===== config.mk =====
export PLATFORM = sky130hd
export DESIGN_NAME = imem_loader
export DESIGN_NICKNAME = d
export VERILOG_FILES = /design/src/rtl/imem_loader.sv
export SDC_FILE = /design/constraint.sdc
export NUM_CORES = 1
export LEC_CHECK = 0
export ABC_AREA = 0
export BUFFER_PORTS_ARGS = -buffer_cell sky130_fd_sc_hd__buf_2
export CAP_MARGIN = 20
export CORE_MARGIN = 10
export CORE_UTILIZATION = 57
export DETAILED_ROUTE_END_ITERATION = 8
export PLACE_DENSITY = 0.78
export SETUP_SLACK_MARGIN = 0.1
export SYNTH_ARGS = -nofsm -noshare
export SYNTH_HDL_FRONTEND = slang
export SYNTH_SLANG_ARGS = --single-unit

===== constraint.sdc =====
create_clock -name clk -period 3.9 [get_ports clk]
set_input_delay 0.39 -clock clk [delete_from_list [all_inputs] [get_ports clk]]
set_output_delay 0.39 -clock clk [all_outputs]
set_load 0.01 [all_outputs]

===== src/rtl/imem_loader.sv =====
// imem_loader
//   Receives a framed instruction image byte by byte from a serial receiver
//   and writes it word by word into instruction memory. The core is held in
//   reset until a complete image with a matching checksum has been loaded.
//
//   Frame: 8'hA5, count[7:0], count[15:8], count words (4 bytes each,
//   little-endian), then one XOR checksum byte covering all data bytes.
//
// Ports
//   clk        : single clock, rising edge
//   reset      : synchronous, active-high
//   rx_valid   : upstream byte available
//   rx_data    : upstream byte
//   rx_ready   : loader accepts a byte this cycle (low only while wr_en is high)
//   wr_en      : one-cycle instruction-memory write strobe
//   wr_addr    : byte address of the write
//   wr_data    : instruction word to write
//   core_reset : holds the core in reset while high
//   done       : image loaded and checksum matched
//   error      : image rejected (bad length or checksum)
module imem_loader #(
  parameter int unsigned MEM_WORDS = 256,
  parameter logic [31:0] BASE_ADDR = 32'h0000_0000
) (
  input  logic        clk,
  input  logic        reset,
  input  logic        rx_valid,
  input  logic [7:0]  rx_data,
  output logic        rx_ready,
  output logic        wr_en,
  output logic [31:0] wr_addr,
  output logic [31:0] wr_data,
  output logic        core_reset,
  output logic        done,
  output logic        error
);

  typedef enum logic [2:0] {
    IDLE,
    LEN_LO,
    LEN_HI,
    DATA,
    CHECK,
    DONE,
    ERROR
  } state_t;

  state_t      state;
  logic [15:0] count;
  logic [15:0] word_idx;
  logic [1:0]  byte_idx;
  logic [7:0]  csum;
  logic [23:0] partial;   // first three bytes of the current word, shifted in from the top
  logic        accept;

  // The write cycle is the only cycle that cannot take a byte.
  assign rx_ready = ~wr_en;
  assign accept   = rx_valid && rx_ready;

  always_ff @(posedge clk) begin
    if (reset) begin
      state      <= IDLE;
      count      <= '0;
      word_idx   <= '0;
      byte_idx   <= '0;
      csum       <= '0;
      partial    <= '0;
      wr_en      <= 1'b0;
      wr_addr    <= BASE_ADDR;
      wr_data    <= '0;
      core_reset <= 1'b1;
      done       <= 1'b0;
      error      <= 1'b0;
    end else if (wr_en) begin
      // Write cycle: no byte is accepted, so advancing the word index here
      // cannot collide with data handling.
      wr_en    <= 1'b0;
      word_idx <= word_idx + 16'd1;
      if (word_idx == count - 16'd1) begin
        state <= CHECK;
      end
    end else if (accept) begin
      unique case (state)
        IDLE: begin
          if (rx_data == 8'hA5) begin
            state <= LEN_LO;
          end
        end
        LEN_LO: begin
          count[7:0] <= rx_data;
          state      <= LEN_HI;
        end
        LEN_HI: begin
          count[15:8] <= rx_data;
          word_idx    <= '0;
          byte_idx    <= '0;
          csum        <= '0;
          if (({rx_data, count[7:0]} == 16'd0) ||
              ({16'd0, rx_data, count[7:0]} > MEM_WORDS)) begin
            state <= ERROR;
            error <= 1'b1;
          end else begin
            state <= DATA;
          end
        end
        DATA: begin
          csum     <= csum ^ rx_data;
          byte_idx <= byte_idx + 2'd1;
          if (byte_idx == 2'd3) begin
            wr_en   <= 1'b1;
            wr_data <= {rx_data, partial};
            wr_addr <= BASE_ADDR + {14'd0, word_idx, 2'b00};
          end else begin
            partial <= {rx_data, partial[23:8]};
          end
        end
        CHECK: begin
          if (rx_data == csum) begin
            state      <= DONE;
            done       <= 1'b1;
            core_reset <= 1'b0;
          end else begin
            state <= ERROR;
            error <= 1'b1;
          end
        end
        DONE, ERROR: begin
          if (rx_data == 8'hA5) begin
            state      <= LEN_LO;
            done       <= 1'b0;
            error      <= 1'b0;
            core_reset <= 1'b1;
          end
        end
        default: state <= IDLE;
      endcase
    end
  end

endmodule


==> impl_metrics.ini <==
[critical_path]
cp_data_required_time_ns = 4.30
reg2reg_to = state[2]
startpoint_type = flip-flop
rr_worst_depth = 9
end_kind = flip-flop
crit_fanout = 9
arrival_ns = 3.42
rrSetupSlack_ns = 0.89
r2r_start = count[0]
critical_path_class = reg -> reg

[sta]
slew_headroom = 0.472
worst_pin_slew_ns = 0.791
whs_ns = 0.212
hold_violations = 0
grt_setup_unrepaired = false
fmax_ghz = 0.332
finalCritPeriodShare = 0.773
min_period_ns = 3.01
fin_skew_ns = 0.00726
setup_viol = 0
final.setup.worst_slack_ns = 0.887
tns_ns = 0
drv_slew = 0

[drt]
vias = 5016
ant_nets = 0
routed_wl_mm = 14.1
vias_per_cell = 5.67
drc = 0
drt_iter0_markers = 389
wl_per_cell_um = 15.9
firstDrtPassIters = 5

[floorplan]
start_util = 0.594
die_x_um = 119
io_pins = 80
core-area_um2 = 9330
die_h_um = 119
dieArea_um2 = 14100
row_count = 35

[placed_design]
placedInstanceArea_um2 = 5790
port_buffers = 63
place_hpwl_mm = 9.33
gp_congestion = 0.946
post-place-cells = 851
pre_cts_ws_ns = 0.938

[clock_tree]
clock_sinks = 121
path_clk_slew_ns = 0.06
cts_setup_buffers = 0
cts_made_buffers = 17
cts-resized-gates = 0
cts-htree-levels = 4
cts_buffer_depth = 2
insertion_delay_ns = 0.52
cts_tree = yes
hold_buffers = 0
clock-root-buffer = clkbuf_8

[power_and_ir_drop]
p_per_area_nw_per_um2 = 470
p_total_mw = 3.02
peakVddDrop_v = 0.000286
leakage_nw = 2.54

[synthesis]
syn_area_um2 = 5540
synth-seq-area-share = 0.438
syn_area_per_cell_um2 = 7.81
ys.flop_type = dfxtp_1
synthCells = 709
yosys_register_bits = 121
synth_edf_count = 0
async_flop_share = 0
post_synth_num_cell_types = 57
yosysWarningCount = 0

[worst_hold_path]
min_from = rx_data[3]
holdCritPathClass = in -> reg
min_path_cells = 3
worstHoldEndpoint = wr_data[27]

[grt]
grt_usage = 0.198
antenna_found_initial = 0
gr-total-overflow = 0
first_global_vias = 4822
grt_max_degree = 66
grt_pass1_wl_mm = 23.6

[finish]
final_area_um2 = 6420
syn2layout_area_growth_pct = 15.9
antenna_cells = 0
drive_gt1_frac = 0.148
fin_nets = 757
fin_util = 0.688
final_cells = 884

[outcome]
outcome = complete, no violations

[job]
max_cap_violations = 0
-- layout make-up --
cell class	count	area [um^2]
fillers	726	2910
multi-input cells	522	2800
flip-flops and latches	121	2420
clock buffers	18	418
repair buffers	70	393
clock inverters	14	186
well taps	129	161
inverters	10	37.5
-- layout by cell type, fill, tap and decap left out, types with 11 or more instances in the layout --
cell,netlist,final
a21oi_1,99,99
buf_2,5,63
clkbuf_16,0,16
conb_1,1,16
dfxtp_1,121,121
mux2i_1,11,11
nand2_1,170,170
nand3_1,13,13
nand3b_1,12,12
nor2_1,53,53
o21ai_0,27,27
xnor2_1,17,17
xor2_1,24,24
-- flip-flops by register name (all words and copies together) (netlist names) --
register    count
wr_data        32
done            1
csum            8
error           1
count          16
core_reset      1
byte_idx        2
wr_addr        16
wr_en           1
partial        24
word_idx       16
state           3
-- per-layer routing --
metal	wire, um	GRT usage
met5	0	0
met4	298	0.0733
met3	960	0.0524
met2	6870	0.334
met1	5930	0.236
-- worst max-delay path, stage by stage (launching register included) --
cell and delay [ns]:
dfxtp_1 0.40, inv_1 0.12, ha_1 0.31, nor4b_1 0.52, a211o_1 0.22, nand3_1 0.10, a2111o_1 0.42, a2111oi_4 0.44
nor2_2 0.09, o221a_1 0.27
-- kinds of logic after synthesis --
family          count (synthesis)  share of synthesized area
flops                         121                      0.438
other cells                     1                   0.000677
fa+ha+maj                       4                    0.00904
xor+xnor                       41                     0.0649
compound gates                154                      0.160
simple gates                  296                      0.240
buf+inv                        81                     0.0682
mux                            11                     0.0199
-- how the worst max path moves through the flow --
stage / startpoint / end / cells after the start
global route: count[0] / state[2] / 9
finish: count[0] / state[2] / 9
floorplan: count[0] / state[2] / 10
global placement: rx_valid / wr_data[30] / 10
detailed placement: rx_valid / wr_addr[11] / 10
CTS: count[0] / state[2] / 9
-- synthesized netlist by cell type (2+ instances only) --
| cell type | n | area share |
|---|---|---|
| or3_1 | 2 | 0.0023 |
| a22oi_1 | 2 | 0.0027 |
| xor2_1 | 24 | 0.038 |
| o21a_1 | 2 | 0.0027 |
| o2111ai_1 | 2 | 0.0032 |
| and3_1 | 2 | 0.0023 |
| and4_1 | 2 | 0.0032 |
| nand2_1 | 170 | 0.12 |
| buf_2 | 5 | 0.0045 |
| o211ai_1 | 2 | 0.0027 |
| buf_4 | 16 | 0.022 |
| and2_1 | 3 | 0.0034 |
| nor2_1 | 53 | 0.036 |
| o31ai_1 | 2 | 0.0027 |
| nor3b_1 | 2 | 0.0027 |
| clkbuf_1 | 48 | 0.033 |
| nand3b_1 | 12 | 0.016 |
| nor2b_1 | 3 | 0.0034 |
| nand3_1 | 13 | 0.012 |
| mux2i_1 | 11 | 0.020 |
| a21oi_1 | 99 | 0.089 |
| xnor2_1 | 17 | 0.027 |
| nor3_1 | 11 | 0.0099 |
| or4_1 | 3 | 0.0041 |
| dfxtp_1 | 121 | 0.44 |
| ha_1 | 4 | 0.0090 |
| o21ai_0 | 27 | 0.024 |
| nor4_1 | 4 | 0.0045 |
| nand4_1 | 6 | 0.0068 |
| a21boi_0 | 2 | 0.0027 |
| inv_1 | 10 | 0.0068 |
| o211a_1 | 4 | 0.0072 |
-- where the power goes --
part / internal, mW / switching (mW) / total (mW) / leakage (nW)
sequential: 1.24 / 0.0149 / 1.26 / 0.974
combinational: 0.0509 / 0.0995 / 0.150 / 1.27
clock: 0.993 / 0.619 / 1.61 / 0.290
total: 2.29 / 0.733 / 3.02 / 2.54
Power figures use the tool's default switching activity.
